File: config.mk
export PLATFORM = sky130hd
export DESIGN_NAME = inst_encoder
export DESIGN_NICKNAME = d
export VERILOG_FILES = /design/src/rtl/inst_encoder.sv
export SDC_FILE = /design/constraint.sdc
export NUM_CORES = 1
export LEC_CHECK = 0
export BUFFER_PORTS_ARGS = -buffer_cell sky130_fd_sc_hd__buf_2
export CAP_MARGIN = 20
export CELL_PAD_IN_SITES_DETAIL_PLACEMENT = 0
export CELL_PAD_IN_SITES_GLOBAL_PLACEMENT = 1
export CORE_MARGIN = 4
export CORE_UTILIZATION = 40
export DETAILED_ROUTE_END_ITERATION = 10
export GPL_TIMING_DRIVEN = 0
export MAX_ROUTING_LAYER = met4
export PLACE_DENSITY = 0.85
export SLEW_MARGIN = 20
export SYNTH_ARGS = -nofsm -noshare
export SYNTH_HDL_FRONTEND = slang
export SYNTH_SLANG_ARGS = --single-unit
File: constraint.sdc
create_clock -name clk -period 4.3 [get_ports clk]
set_input_delay 0.86 -clock clk [delete_from_list [all_inputs] [get_ports clk]]
set_output_delay 0.86 -clock clk [all_outputs]
set_load 0.05 [all_outputs]
File: src/rtl/inst_encoder.sv
// Instruction-word encoder: turns ALU-level operation requests into Antares-R2 MIPS words
// with sequential word addresses; LI is expanded into LUI+ORI when the upper half is non-zero.
module inst_encoder #(
    parameter int                ADDR_W    = 32,
    parameter logic [ADDR_W-1:0] BASE_ADDR = {ADDR_W{1'b0}}
) (
    input  logic              clk,
    input  logic              reset,
    input  logic              req_valid,
    output logic              req_ready,
    input  logic [1:0]        req_fmt,
    input  logic [3:0]        req_aluop,
    input  logic [4:0]        req_rs,
    input  logic [4:0]        req_rt,
    input  logic [4:0]        req_rd,
    input  logic [4:0]        req_shamt,
    input  logic [31:0]       req_imm,
    output logic              out_valid,
    input  logic              out_ready,
    output logic [31:0]       out_inst,
    output logic [ADDR_W-1:0] out_addr,
    output logic              err
);

    // ALU operation codes (ALUop.vh encoding)
    localparam logic [3:0] ALU_ADDU = 4'd0;
    localparam logic [3:0] ALU_SUBU = 4'd1;
    localparam logic [3:0] ALU_AND  = 4'd2;
    localparam logic [3:0] ALU_OR   = 4'd3;
    localparam logic [3:0] ALU_XOR  = 4'd4;
    localparam logic [3:0] ALU_NOR  = 4'd5;
    localparam logic [3:0] ALU_SLT  = 4'd6;
    localparam logic [3:0] ALU_SLTU = 4'd7;
    localparam logic [3:0] ALU_SLL  = 4'd8;
    localparam logic [3:0] ALU_SRL  = 4'd9;
    localparam logic [3:0] ALU_SRA  = 4'd10;
    localparam logic [3:0] ALU_LUI  = 4'd11;

    localparam logic [5:0] OP_RTYPE = 6'h00;
    localparam logic [5:0] OP_ADDIU = 6'h09;
    localparam logic [5:0] OP_SLTI  = 6'h0A;
    localparam logic [5:0] OP_SLTIU = 6'h0B;
    localparam logic [5:0] OP_ANDI  = 6'h0C;
    localparam logic [5:0] OP_ORI   = 6'h0D;
    localparam logic [5:0] OP_XORI  = 6'h0E;
    localparam logic [5:0] OP_LUI   = 6'h0F;

    localparam logic [5:0] F_SLL  = 6'h00;
    localparam logic [5:0] F_SRL  = 6'h02;
    localparam logic [5:0] F_SRA  = 6'h03;
    localparam logic [5:0] F_SLLV = 6'h04;
    localparam logic [5:0] F_SRLV = 6'h06;
    localparam logic [5:0] F_SRAV = 6'h07;
    localparam logic [5:0] F_ADDU = 6'h21;
    localparam logic [5:0] F_SUBU = 6'h23;
    localparam logic [5:0] F_AND  = 6'h24;
    localparam logic [5:0] F_OR   = 6'h25;
    localparam logic [5:0] F_XOR  = 6'h26;
    localparam logic [5:0] F_NOR  = 6'h27;
    localparam logic [5:0] F_SLT  = 6'h2A;
    localparam logic [5:0] F_SLTU = 6'h2B;

    typedef enum logic [1:0] {
        ST_EMPTY     = 2'd0,
        ST_FULL      = 2'd1,
        ST_FULL_PEND = 2'd2
    } state_t;

    function automatic logic [31:0] r_word(input logic [4:0] rs, input logic [4:0] rt,
                                           input logic [4:0] rd, input logic [4:0] sh,
                                           input logic [5:0] funct);
        return {OP_RTYPE, rs, rt, rd, sh, funct};
    endfunction

    function automatic logic [31:0] i_word(input logic [5:0] opc, input logic [4:0] rs,
                                           input logic [4:0] rt, input logic [15:0] imm16);
        return {opc, rs, rt, imm16};
    endfunction

    state_t            state_r;
    state_t            state_nxt_s;
    logic [31:0]       out_inst_r;
    logic [31:0]       pend_inst_r;
    logic [ADDR_W-1:0] out_addr_r;
    logic              out_valid_r;
    logic              err_r;

    logic              legal_s;
    logic              two_s;
    logic [5:0]        funct_s;
    logic [5:0]        opc_s;
    logic [31:0]       word0_s;
    logic [31:0]       word1_s;
    logic              req_ready_s;
    logic              req_fire_s;
    logic              out_fire_s;
    logic              load_new_s;
    logic              load_pend_s;

    // Encode the current request into one or two words and flag illegal combinations
    always_comb begin
        legal_s = 1'b0;
        two_s   = 1'b0;
        funct_s = 6'h00;
        opc_s   = 6'h00;
        word0_s = 32'h0000_0000;
        word1_s = 32'h0000_0000;
        case (req_fmt)
            2'd0: begin
                legal_s = 1'b1;
                case (req_aluop)
                    ALU_SLL:  funct_s = F_SLLV;
                    ALU_SRL:  funct_s = F_SRLV;
                    ALU_SRA:  funct_s = F_SRAV;
                    ALU_ADDU: funct_s = F_ADDU;
                    ALU_SUBU: funct_s = F_SUBU;
                    ALU_AND:  funct_s = F_AND;
                    ALU_OR:   funct_s = F_OR;
                    ALU_XOR:  funct_s = F_XOR;
                    ALU_NOR:  funct_s = F_NOR;
                    ALU_SLT:  funct_s = F_SLT;
                    ALU_SLTU: funct_s = F_SLTU;
                    default:  legal_s = 1'b0;
                endcase
                word0_s = r_word(req_rs, req_rt, req_rd, 5'd0, funct_s);
            end
            2'd1: begin
                legal_s = 1'b1;
                case (req_aluop)
                    ALU_SLL: funct_s = F_SLL;
                    ALU_SRL: funct_s = F_SRL;
                    ALU_SRA: funct_s = F_SRA;
                    default: legal_s = 1'b0;
                endcase
                word0_s = r_word(5'd0, req_rt, req_rd, req_shamt, funct_s);
            end
            2'd2: begin
                legal_s = 1'b1;
                case (req_aluop)
                    ALU_ADDU: opc_s = OP_ADDIU;
                    ALU_SLT:  opc_s = OP_SLTI;
                    ALU_SLTU: opc_s = OP_SLTIU;
                    ALU_AND:  opc_s = OP_ANDI;
                    ALU_OR:   opc_s = OP_ORI;
                    ALU_XOR:  opc_s = OP_XORI;
                    ALU_LUI:  opc_s = OP_LUI;
                    default:  legal_s = 1'b0;
                endcase
                word0_s = i_word(opc_s, (req_aluop == ALU_LUI) ? 5'd0 : req_rs,
                                 req_rt, req_imm[15:0]);
            end
            2'd3: begin
                legal_s = 1'b1;
                if (req_imm[31:16] == 16'h0000) begin
                    word0_s = i_word(OP_ORI, 5'd0, req_rt, req_imm[15:0]);
                end else begin
                    // ORI must read rt back so the LUI result is preserved
                    two_s   = 1'b1;
                    word0_s = i_word(OP_LUI, 5'd0, req_rt, req_imm[31:16]);
                    word1_s = i_word(OP_ORI, req_rt, req_rt, req_imm[15:0]);
                end
            end
            default: legal_s = 1'b0;
        endcase
    end

    assign req_ready_s = (state_r == ST_EMPTY) || ((state_r == ST_FULL) && out_ready);
    assign req_fire_s  = req_valid && req_ready_s;
    assign out_fire_s  = out_valid_r && out_ready;

    // Next-state and register-load decisions for the output holding register
    always_comb begin
        state_nxt_s = state_r;
        load_new_s  = 1'b0;
        load_pend_s = 1'b0;
        case (state_r)
            ST_EMPTY: begin
                if (req_fire_s && legal_s) begin
                    load_new_s  = 1'b1;
                    state_nxt_s = two_s ? ST_FULL_PEND : ST_FULL;
                end else begin
                    state_nxt_s = ST_EMPTY;
                end
            end
            ST_FULL: begin
                if (out_fire_s) begin
                    if (req_fire_s && legal_s) begin
                        load_new_s  = 1'b1;
                        state_nxt_s = two_s ? ST_FULL_PEND : ST_FULL;
                    end else begin
                        state_nxt_s = ST_EMPTY;
                    end
                end else begin
                    state_nxt_s = ST_FULL;
                end
            end
            ST_FULL_PEND: begin
                if (out_fire_s) begin
                    load_pend_s = 1'b1;
                    state_nxt_s = ST_FULL;
                end else begin
                    state_nxt_s = ST_FULL_PEND;
                end
            end
            default: state_nxt_s = ST_EMPTY;
        endcase
    end

    // State, output word, address counter and error pulse registers
    always_ff @(posedge clk) begin
        if (reset) begin
            state_r     <= ST_EMPTY;
            out_valid_r <= 1'b0;
            out_inst_r  <= 32'h0000_0000;
            pend_inst_r <= 32'h0000_0000;
            out_addr_r  <= BASE_ADDR;
            err_r       <= 1'b0;
        end else begin
            state_r     <= state_nxt_s;
            out_valid_r <= (state_nxt_s != ST_EMPTY);
            err_r       <= req_fire_s && !legal_s;
            if (out_fire_s) begin
                out_addr_r <= out_addr_r + ADDR_W'(3'd4);
            end
            if (load_new_s) begin
                out_inst_r  <= word0_s;
                pend_inst_r <= word1_s;
            end else if (load_pend_s) begin
                out_inst_r <= pend_inst_r;
            end
        end
    end

    assign req_ready = req_ready_s;
    assign out_valid = out_valid_r;
    assign out_inst  = out_inst_r;
    assign out_addr  = out_addr_r;
    assign err       = err_r;

endmodule

; ---- Yosys cells after proc, flatten, opt, wreduce, memory -nomap -nowiden
; Cells that the tools add are included.
; W data, S select, Z words.
[totals]
ff_bits = 100
inputBits = 62
word_cells = 65
output_inout_bits = 67
[classes]
n_eq_ne = 16
n_addsub = 1
reduce_logical = 16
muxes = 26
[ops]
columns = op, n
row1 = $pmux W32 S4, 1
row2 = $pmux W6 S11, 1
row3 = $mux W32, 2
row4 = $mux W30, 2
row5 = $add A32 B3 Y32 const B, 1
row6 = $mux W28, 1
row7 = $pmux W4 S7, 1
row8 = $eq A4 B3 Y1 const B, 4
row9 = $eq A4 B4 Y1 const B, 4
row10 = $logic_not A16 Y1, 1
row11 = $reduce_or A11 Y1, 1
row12 = $mux W1, 9
row13 = $eq A4 B2 Y1 const B, 2
row14 = $mux W2, 4
row15 = $reduce_or A7 Y1, 1
row16 = $eq A2 B2 Y1 const B, 3
row17 = $pmux W2 S3, 1
row18 = $logic_and A1 B1 Y1, 5
row19 = $mux W5, 1
row20 = $eq A2 B1 Y1 const B, 2
row21 = $eq A4 B1 Y1 const B, 1
row22 = $logic_not A2 Y1, 2
row23 = $logic_not A4 Y1, 1
row24 = $pmux W1 S4, 1
row25 = 6 further kinds, 7

; ---- Logic depth before layout (Yosys ltp)
; Gate-level depths: netlist of the first run.
[depth]
ltp_word = 9
mapped_depth = 9

; ---- Worst setup path before layout of the first run
; OpenSTA, ideal clock, no wires.
[synth_timing]
path_type = input port to flip-flop
from = input req_imm[16]
to = register out_inst_r[0] (netlist: out_inst[0])
setup_time_ps = 91
t_required_ps = 4209
setup_slack_ps = 1629
path_buffers = 0
t_arrival_ps = 2580
stages = 6
cell_sequence = or4_1 -> o41ai_4 -> mux2_1 -> a32oi_1 -> or3_1 -> a311oi_1
[synth_via]
elab_chain_len = 4
[synth_rtl]
columns = item, line_no
row1 = from (decl), 17  ; input logic [31:0] req_imm,
row2 = $logic_not A16 Y1, 154  ; if (req_imm[31:16] == 16'h0000) begin
row3 = $mux W28 (*), 154
row4 = $pmux W32 S4 (*), 108  ; case (req_fmt)
row5 = $mux W32 (*), 225  ; if (load_new_s) begin
row6 = to (signal assigned), 226  ; out_inst_r <= word0_s;
row7 = to (signal assigned), 229  ; out_inst_r <= pend_inst_r;
row8 = to (decl), 82  ; logic [31:0] out_inst_r;
; Mark *: on every way between the ends. The rest lies on a longest branch, timed or not. The select of a mux whose other input is x is not followed.
; A chain may end at the register's enable or synchronous reset.

; ---- Worst setup path in the final report of the first run
[layout_timing]
from = input req_fmt[1]
to = register out_inst_r[11] (netlist: out_inst[11])
[layout_via]
elab_chain_len = 7
word_cells_on_any_way = 12
[layout_rtl]
columns = item, line_no
row1 = from (decl), 11  ; input logic [1:0] req_fmt,
row2 = "$eq A2 B2 Y1, or another cell as far along", 108
row3 = $pmux W1 S4, 108
row4 = $logic_and A1 B1 Y1, "178, 187"
row5 = $mux W1, "178, 187"
row6 = $mux W1, 186  ; if (out_fire_s) begin
row7 = $pmux W1 S2, 176  ; case (state_r)
row8 = $mux W32 or $reduce_bool A2 Y1 (tied branches), --
; Several ways; a longest one is shown, not always the timed one. The select of a mux whose other input is x is not followed.

==> out/qor.csv, run 1 <==
stage,metric,value,unit
clocking,cts_inserted_buffers,9,
grt,grt_max_degree,17,
sta,rsz0062_at_grt,no,
floorplanning,fp.coreArea,9860,um2
grt,track_usage,0.223,
synthesis,synth.largest_area_cell,dfxtp_1,
status,status,finished clean,
synthesis,synth_cell_types,47,
flow_run,max-cap-violations,0,
worst_setup_path,cp_slowest_stage_delay,0.46,ns
detailed_routing,via_count,4189,
detailed_routing,antenna_left,0,
sta,final_max_slew_viol_count,0,
clocking,holdBufCountCts,0,
synthesis,synthFlopType,dfxtp_1,
place,dp_hpwl,9750,um
floorplanning,fp.dieArea,11900,um2
detailed_routing,first_pass_iters,5,
floorplanning,die_width,109,um
worst_setup_path,critical_path_arrival,3.16,ns
worst_setup_path,worst-path-buf-inv,4,
sta,worst_hold_slack,0.460,ns
clocking,ctsLongestPathBuffers,2,
sta,finalHoldViolCount,0,
detailed_routing,viasPerCell,5.43,
synthesis,synthCells,498,
detailed_routing,wirelength,12700,um
synthesis,synth-edff-count,0,
synthesis,synthTopCellsByArea,"dfxtp_1, nor2_1, a22oi_1",
grt,grt_pass1_vias,4049,
worst_setup_path,path_max_fanout,10,
clocking,insertion_delay,0.36,ns
grt,grt_pass1_wl,20200,um
clocking,cts_resized,0,
clocking,htreeDepth,3,
floorplanning,std_cell_rows,36,
synthesis,syn_area_per_cell,8.22,um2
clocking,cts_setup_buffers,0,
place,placement.io_buffers,121,
synthesis,synthTopCellsByCount,"dfxtp_1, nor2_1, nand2_1",
layout,num_antenna_cells,0,
power_and_ir_drop,cellPowerDensity,357,nW/um2
sta,min_period,2.88,ns
detailed_routing,first_iter_violations,201,
layout,area_growth_syn_to_layout,23.8,%
synthesis,yosys_warnings,0,
sta,max-slew-margin-rel,0.435,
synthesis,yosysMostFrequentCell,dfxtp_1,
synthesis,synth.ff_latch_count,86,
worst_setup_path,path_cells,"buf_2, inv_1, a211oi_1, nor3_1, nand2_1, clkbuf_1, clkbuf_1, a21oi_1, a211oi_1",
floorplanning,io_pins,129,
synthesis,synth_top_area_frac,0.421,
detailed_routing,drcViolationCount,0,
power_and_ir_drop,ir_worst_vdd,0.000199,V
sta,fin_skew,0.0168,ns
grt,antenna_found_initial,0,
sta,fmax,0.347,GHz
clocking,cts.clk_slew.worst_paths,0.10,ns
floorplanning,initial_core_util,0.415,
worst_setup_path,end_kind,flop,
sta,finalSetupTns,0,ns
layout,fin_nets,696,
layout,drive_gt1_frac,0.248,
sta,timing.final.crit_share,0.670,
grt,gr-total-overflow,0,
sta,setup_viol,0,
synthesis,synthArstFlopShare,0,
floorplanning,die_h,109,um
worst_setup_path,crit_type,input pin to flop,
sta,tightest_slew,0.835,ns
synthesis,synthesis.area,4090,um2
clocking,clockRootBuffer,clkbuf_8,
clocking,cts_tree,built,
place,place_congestion,0.850,
detailed_routing,wire_per_inst,16.5,um
power_and_ir_drop,leakage,2.13,nW
worst_setup_path,start_kind,input pin,
worst_setup_path,worstPathRequired,4.58,ns
worst_setup_path,path_delay_family,buffers and inverters,
synthesis,ys_seq_area_frac,0.421,
worst_setup_path,cpMaxStageDelayCell,a211oi_1,
clocking,clock-sinks,86,
layout,nFillCells,1001,
min_path,hold_path.class,flop to flop,
==> where the power goes <==
group          internal [mW]  total (mW)  switching [mW]
Sequential             0.833       0.856          0.0229
Clock                  0.235       0.554           0.319
Combinational          0.119       0.397           0.277
Total                   1.19        1.81           0.619
==> worst min-delay path, delay by kind of cell, from the launching register on <==
kind	cells	cell delay (ns)
compound gates	1	0.05
simple gates	1	0.05
flops	1	0.32
==> final cells by class <==
type	instances	area, um2	share of cell area
Multi-Input combinational cell	368	2180	0.431
Sequential cell	86	1720	0.340
Timing Repair Buffer	121	606	0.120
Buffer	40	173	0.0341
Tap cell	133	166	0.0328
Clock buffer	10	138	0.0272
Clock inverter	6	53.8	0.0106
Inverter	7	26.3	0.00519
==> placed cells by master (no fill, tap or decap), types with 3 or more instances in the layout <==
cell type / netlist / final
a211oi_1: 14 / 14
a21oi_1: 29 / 29
a221oi_1: 4 / 4
a22o_1: 5 / 5
a22oi_1: 29 / 29
a31oi_1: 15 / 15
and2_1: 6 / 6
and3_1: 9 / 9
and4_1: 4 / 4
buf_2: 6 / 127
buf_4: 4 / 4
clkbuf_1: 29 / 29
clkbuf_8: 0 / 10
clkinv_4: 0 / 3
conb_1: 1 / 4
dfxtp_1: 86 / 86
inv_1: 7 / 7
mux2_2: 6 / 6
mux2i_1: 7 / 7
nand2_1: 45 / 45
nand2b_1: 4 / 4
nand3_1: 8 / 8
nand4_1: 7 / 7
nor2_1: 70 / 70
nor2b_1: 3 / 3
nor3_1: 27 / 27
nor4_1: 3 / 3
o21ai_0: 12 / 12
or3_1: 10 / 10
or4_1: 4 / 4
xnor2_1: 8 / 8
xor2_1: 17 / 17
==> stage by stage <==
stage | utilization | power [mW] | cells | area, um2 | setup WS [ns]
5_1_grt | 0.514 | 1.89 | 771 | 5070 | 1.09
6_report | 0.514 | 1.81 | 771 | 5070 | 1.42
3_5_place_dp | 0.494 | 1.27 | 755 | 4870 | 1.05
3_3_place_gp | 0.494 | 1.26 | 755 | 4870 | 1.06
2_1_floorplan | - | 1.15 | 501 | 4100 | 1.63
4_1_cts | 0.514 | 1.81 | 771 | 5070 | 1.42
==> state kept, by name (all words and copies together), names as in the netlist <==
name	cells
err	1
out_addr	30
out_inst	30
out_valid	1
pend_inst_r	22
state_r	2
==> routing by layer <==
metal,GRT usage,up-vias,wire (um)
met5,-,-,0
met4,0.0640,0,153
met3,0.0332,12,950
met2,0.365,150,5950
met1,0.286,1969,5660
li1,-,2058,-
==> final timing paths <==
| kind | startpoint | to | slack (ns) | depth (start not counted) |
|---|---|---|---|---|
| worst max-delay path | req_fmt[1] | out_inst[11] | 1.42 | 9 |
| worst max register to register | out_valid | pend_inst_r[6] | 1.72 | 7 |
| worst min register to register | out_inst[19] | out_inst[19] | 0.46 | 2 |
| worst min-delay path | out_inst[19] | out_inst[19] | 0.46 | 2 |
==> logic make-up (layout without fill, tap and decap cells) <==
group | after synthesis | after routing | share of synthesized area
flops | 86 | 86 | 0.421
mux | 14 | 14 | 0.0364
xor+xnor | 25 | 25 | 0.0535
fa+ha+maj | 1 | 1 | 0.00306
simple gates | 204 | 204 | 0.237
other cells | 1 | 4 | 0.000917
compound gates | 120 | 120 | 0.200
buf+inv | 47 | 184 | 0.0486
Power figures use the tool's default switching activity.
==> inputs of run 2 (changes only) <==
--- a/config.mk
+++ b/config.mk
@@ -10,11 +10,11 @@
 export CELL_PAD_IN_SITES_DETAIL_PLACEMENT = 0
 export CELL_PAD_IN_SITES_GLOBAL_PLACEMENT = 1
 export CORE_MARGIN = 4
-export CORE_UTILIZATION = 40
+export CORE_UTILIZATION = 37
 export DETAILED_ROUTE_END_ITERATION = 10
 export GPL_TIMING_DRIVEN = 0
 export MAX_ROUTING_LAYER = met4
-export PLACE_DENSITY = 0.85
+export PLACE_DENSITY = 0.79
 export SLEW_MARGIN = 20
 export SYNTH_ARGS = -nofsm -noshare
 export SYNTH_HDL_FRONTEND = slang
==> constraint.sdc (replaced) <==
create_clock -name clk -period 2.9 [get_ports clk]
set_input_delay 0.58 -clock clk [delete_from_list [all_inputs] [get_ports clk]]
set_output_delay 0.58 -clock clk [all_outputs]
set_load 0.05 [all_outputs]
==> run 2 against run 1 <==
- first-iteration DRC count grew 61%
- power rose by 52%
- via count fell by 0.69%
- sequential cell count did not move
- combinational power grew 49%
- die area up 7.5%
- core utilization is 4.4 points lower
- non-clock buffer count unchanged
- critical path depth is the same
- routed wire length up 3.3%
- register-to-register slack got worse by 1.4 ns
- clock skew is 0.011 ns lower
==> out/qor.csv, run 2 (same netlist as run 1, synthesis figures left out) <==
stage,metric,value,unit
place,pre_cts_slack,-0.134,ns
layout,fin_area,5090,um2
status,status,finished clean,
power_and_ir_drop,ir_worst_vdd,0.000274,V
sta,timing.final.crit_share,0.931,
place,place_congestion,0.869,
min_path,hold_path.class,flop to flop,
sta,fin_skew,0.00542,ns
clocking,clock-sinks,86,
floorplanning,fp.dieArea,12800,um2
layout,fin_util,0.470,
floorplanning,initial_core_util,0.377,
clocking,htreeDepth,3,
clocking,holdBufCountCts,0,
floorplanning,io_pins,129,
sta,finalSetupTns,0,ns
flow_run,max-cap-violations,0,
sta,tightest_slew,0.874,ns
clocking,cts_setup_buffers,0,
floorplanning,die_width,113,um
layout,finalNonFillerCells,778,
place,placement.io_buffers,121,
grt,grt_pass1_wl,21000,um
floorplanning,std_cell_rows,38,
place,dp_hpwl,9930,um
worst_setup_path,crit_type,input pin to flop,
worst_setup_path,cpMaxStageDelayCell,clkbuf_1,
detailed_routing,wire_per_inst,16.9,um
detailed_routing,drcViolationCount,0,
detailed_routing,wirelength,13100,um
place,dpl.cell_count,762,
worst_setup_path,critical_path_arrival,2.97,ns
grt,track_usage,0.210,
clocking,insertion_delay,0.35,ns
layout,layout_common_cells,"buf_2, dfxtp_1, nor2_1",
sta,final_max_slew_viol_count,0,
sta,rsz0062_at_grt,no,
clocking,clockRootBuffer,clkbuf_8,
power_and_ir_drop,cellPowerDensity,540,nW/um2
worst_setup_path,r2r_start,out_valid,
grt,grt_pass1_vias,4071,
detailed_routing,viasPerCell,5.35,
detailed_routing,first_iter_violations,324,
detailed_routing,via_count,4160,
clocking,cts_resized,0,
sta,max-slew-margin-rel,0.409,
layout,fin_nets,696,
grt,antenna_found_initial,1,
clocking,ctsLongestPathBuffers,2,
layout,final_common_cell,buf_2,
grt,gr-total-overflow,0,
place,place_area,4880,um2
worst_setup_path,start_kind,input pin,
worst_setup_path,path_max_fanout,10,
worst_setup_path,cp_slowest_stage_delay,0.57,ns
layout,drive_gt1_frac,0.248,
worst_setup_path,worstPathRequired,3.17,ns
floorplanning,die_h,113,um
sta,finalHoldViolCount,0,
worst_setup_path,end_kind,flop,
sta,fmax,0.370,GHz
grt,grt_max_degree,14,
sta,setup_viol,0,
clocking,cts_tree,built,
sta,min_period,2.70,ns
detailed_routing,antenna_left,0,
worst_setup_path,path_cells,"buf_2, buf_2, nand2_1, o32ai_1, nor3_1, a21oi_2, clkbuf_1, a221oi_1, nor3_1",
floorplanning,fp.coreArea,10800,um2
layout,area_growth_syn_to_layout,24.5,%
min_path,hp-start,out_inst[16],
worst_setup_path,startpoint,req_aluop[1],
detailed_routing,first_pass_iters,6,
power_and_ir_drop,power,2.75,mW
power_and_ir_drop,leakage,2.14,nW
clocking,cts_inserted_buffers,9,
sta,worst_hold_slack,0.469,ns
sta,layout_setup_ws,0.200,ns
clocking,cts.clk_slew.worst_paths,0.08,ns
run 2: changes by cell type in the layout (fill, tap and decap cells not counted):
cell,change
diode_2,+1
bufinv_16,+1
inv_8,-1
clkbuf_1,-1
clkbuf_2,+1
clkbuf_8,+2
clkinv_2,+1
inv_6,-1
clkinv_4,-3
run 2: power breakdown:
| part | internal (mW) | leakage [nW] | total (mW) | switching, mW |
|---|---|---|---|---|
| sequential | 1.23 | 0.699 | 1.27 | 0.0346 |
| combinational | 0.177 | 1.34 | 0.592 | 0.414 |
| clock | 0.463 | 0.104 | 0.889 | 0.425 |
run 2: final timing paths:
path	to	depth (start not counted)	slack, ns
max reg2reg	pend_inst_r[23]	7	0.36
min	out_inst[16]	2	0.47
max	out_inst[25]	9	0.20
min reg2reg	out_inst[16]	2	0.47
run 2: worst max-delay path, delay by kind of cell:
family | cells | cell delay [ns]
and+or+nand+nor | 3 | 0.55
AOI/OAI and AO/OA | 3 | 0.98
buffers and inverters | 3 | 0.84
run 2: per-layer routing:
metal / track usage / part of all wire / up-vias / wire length [um]
met2: 0.323 / 0.46 / 143 / 6060
met1: 0.283 / 0.46 / 1950 / 6100
met5: - / 0 / - / 0
met4: 0.0545 / 0.011 / 0 / 144
li1: - / - / 2055 / -
met3: 0.0428 / 0.064 / 12 / 839
run 2: cell type report:
| type | count | area, um2 |
|---|---|---|
| Clock buffer | 12 | 165 |
| Timing Repair Buffer | 121 | 606 |
| Tap cell | 140 | 175 |
| Inverter | 7 | 26.3 |
| Fill cell | 1112 | 5750 |
| Clock inverter | 3 | 42.5 |
| Multi-Input combinational cell | 368 | 2180 |
| Sequential cell | 86 | 1720 |
| Antenna cell | 1 | 2.50 |
| Buffer | 40 | 174 |
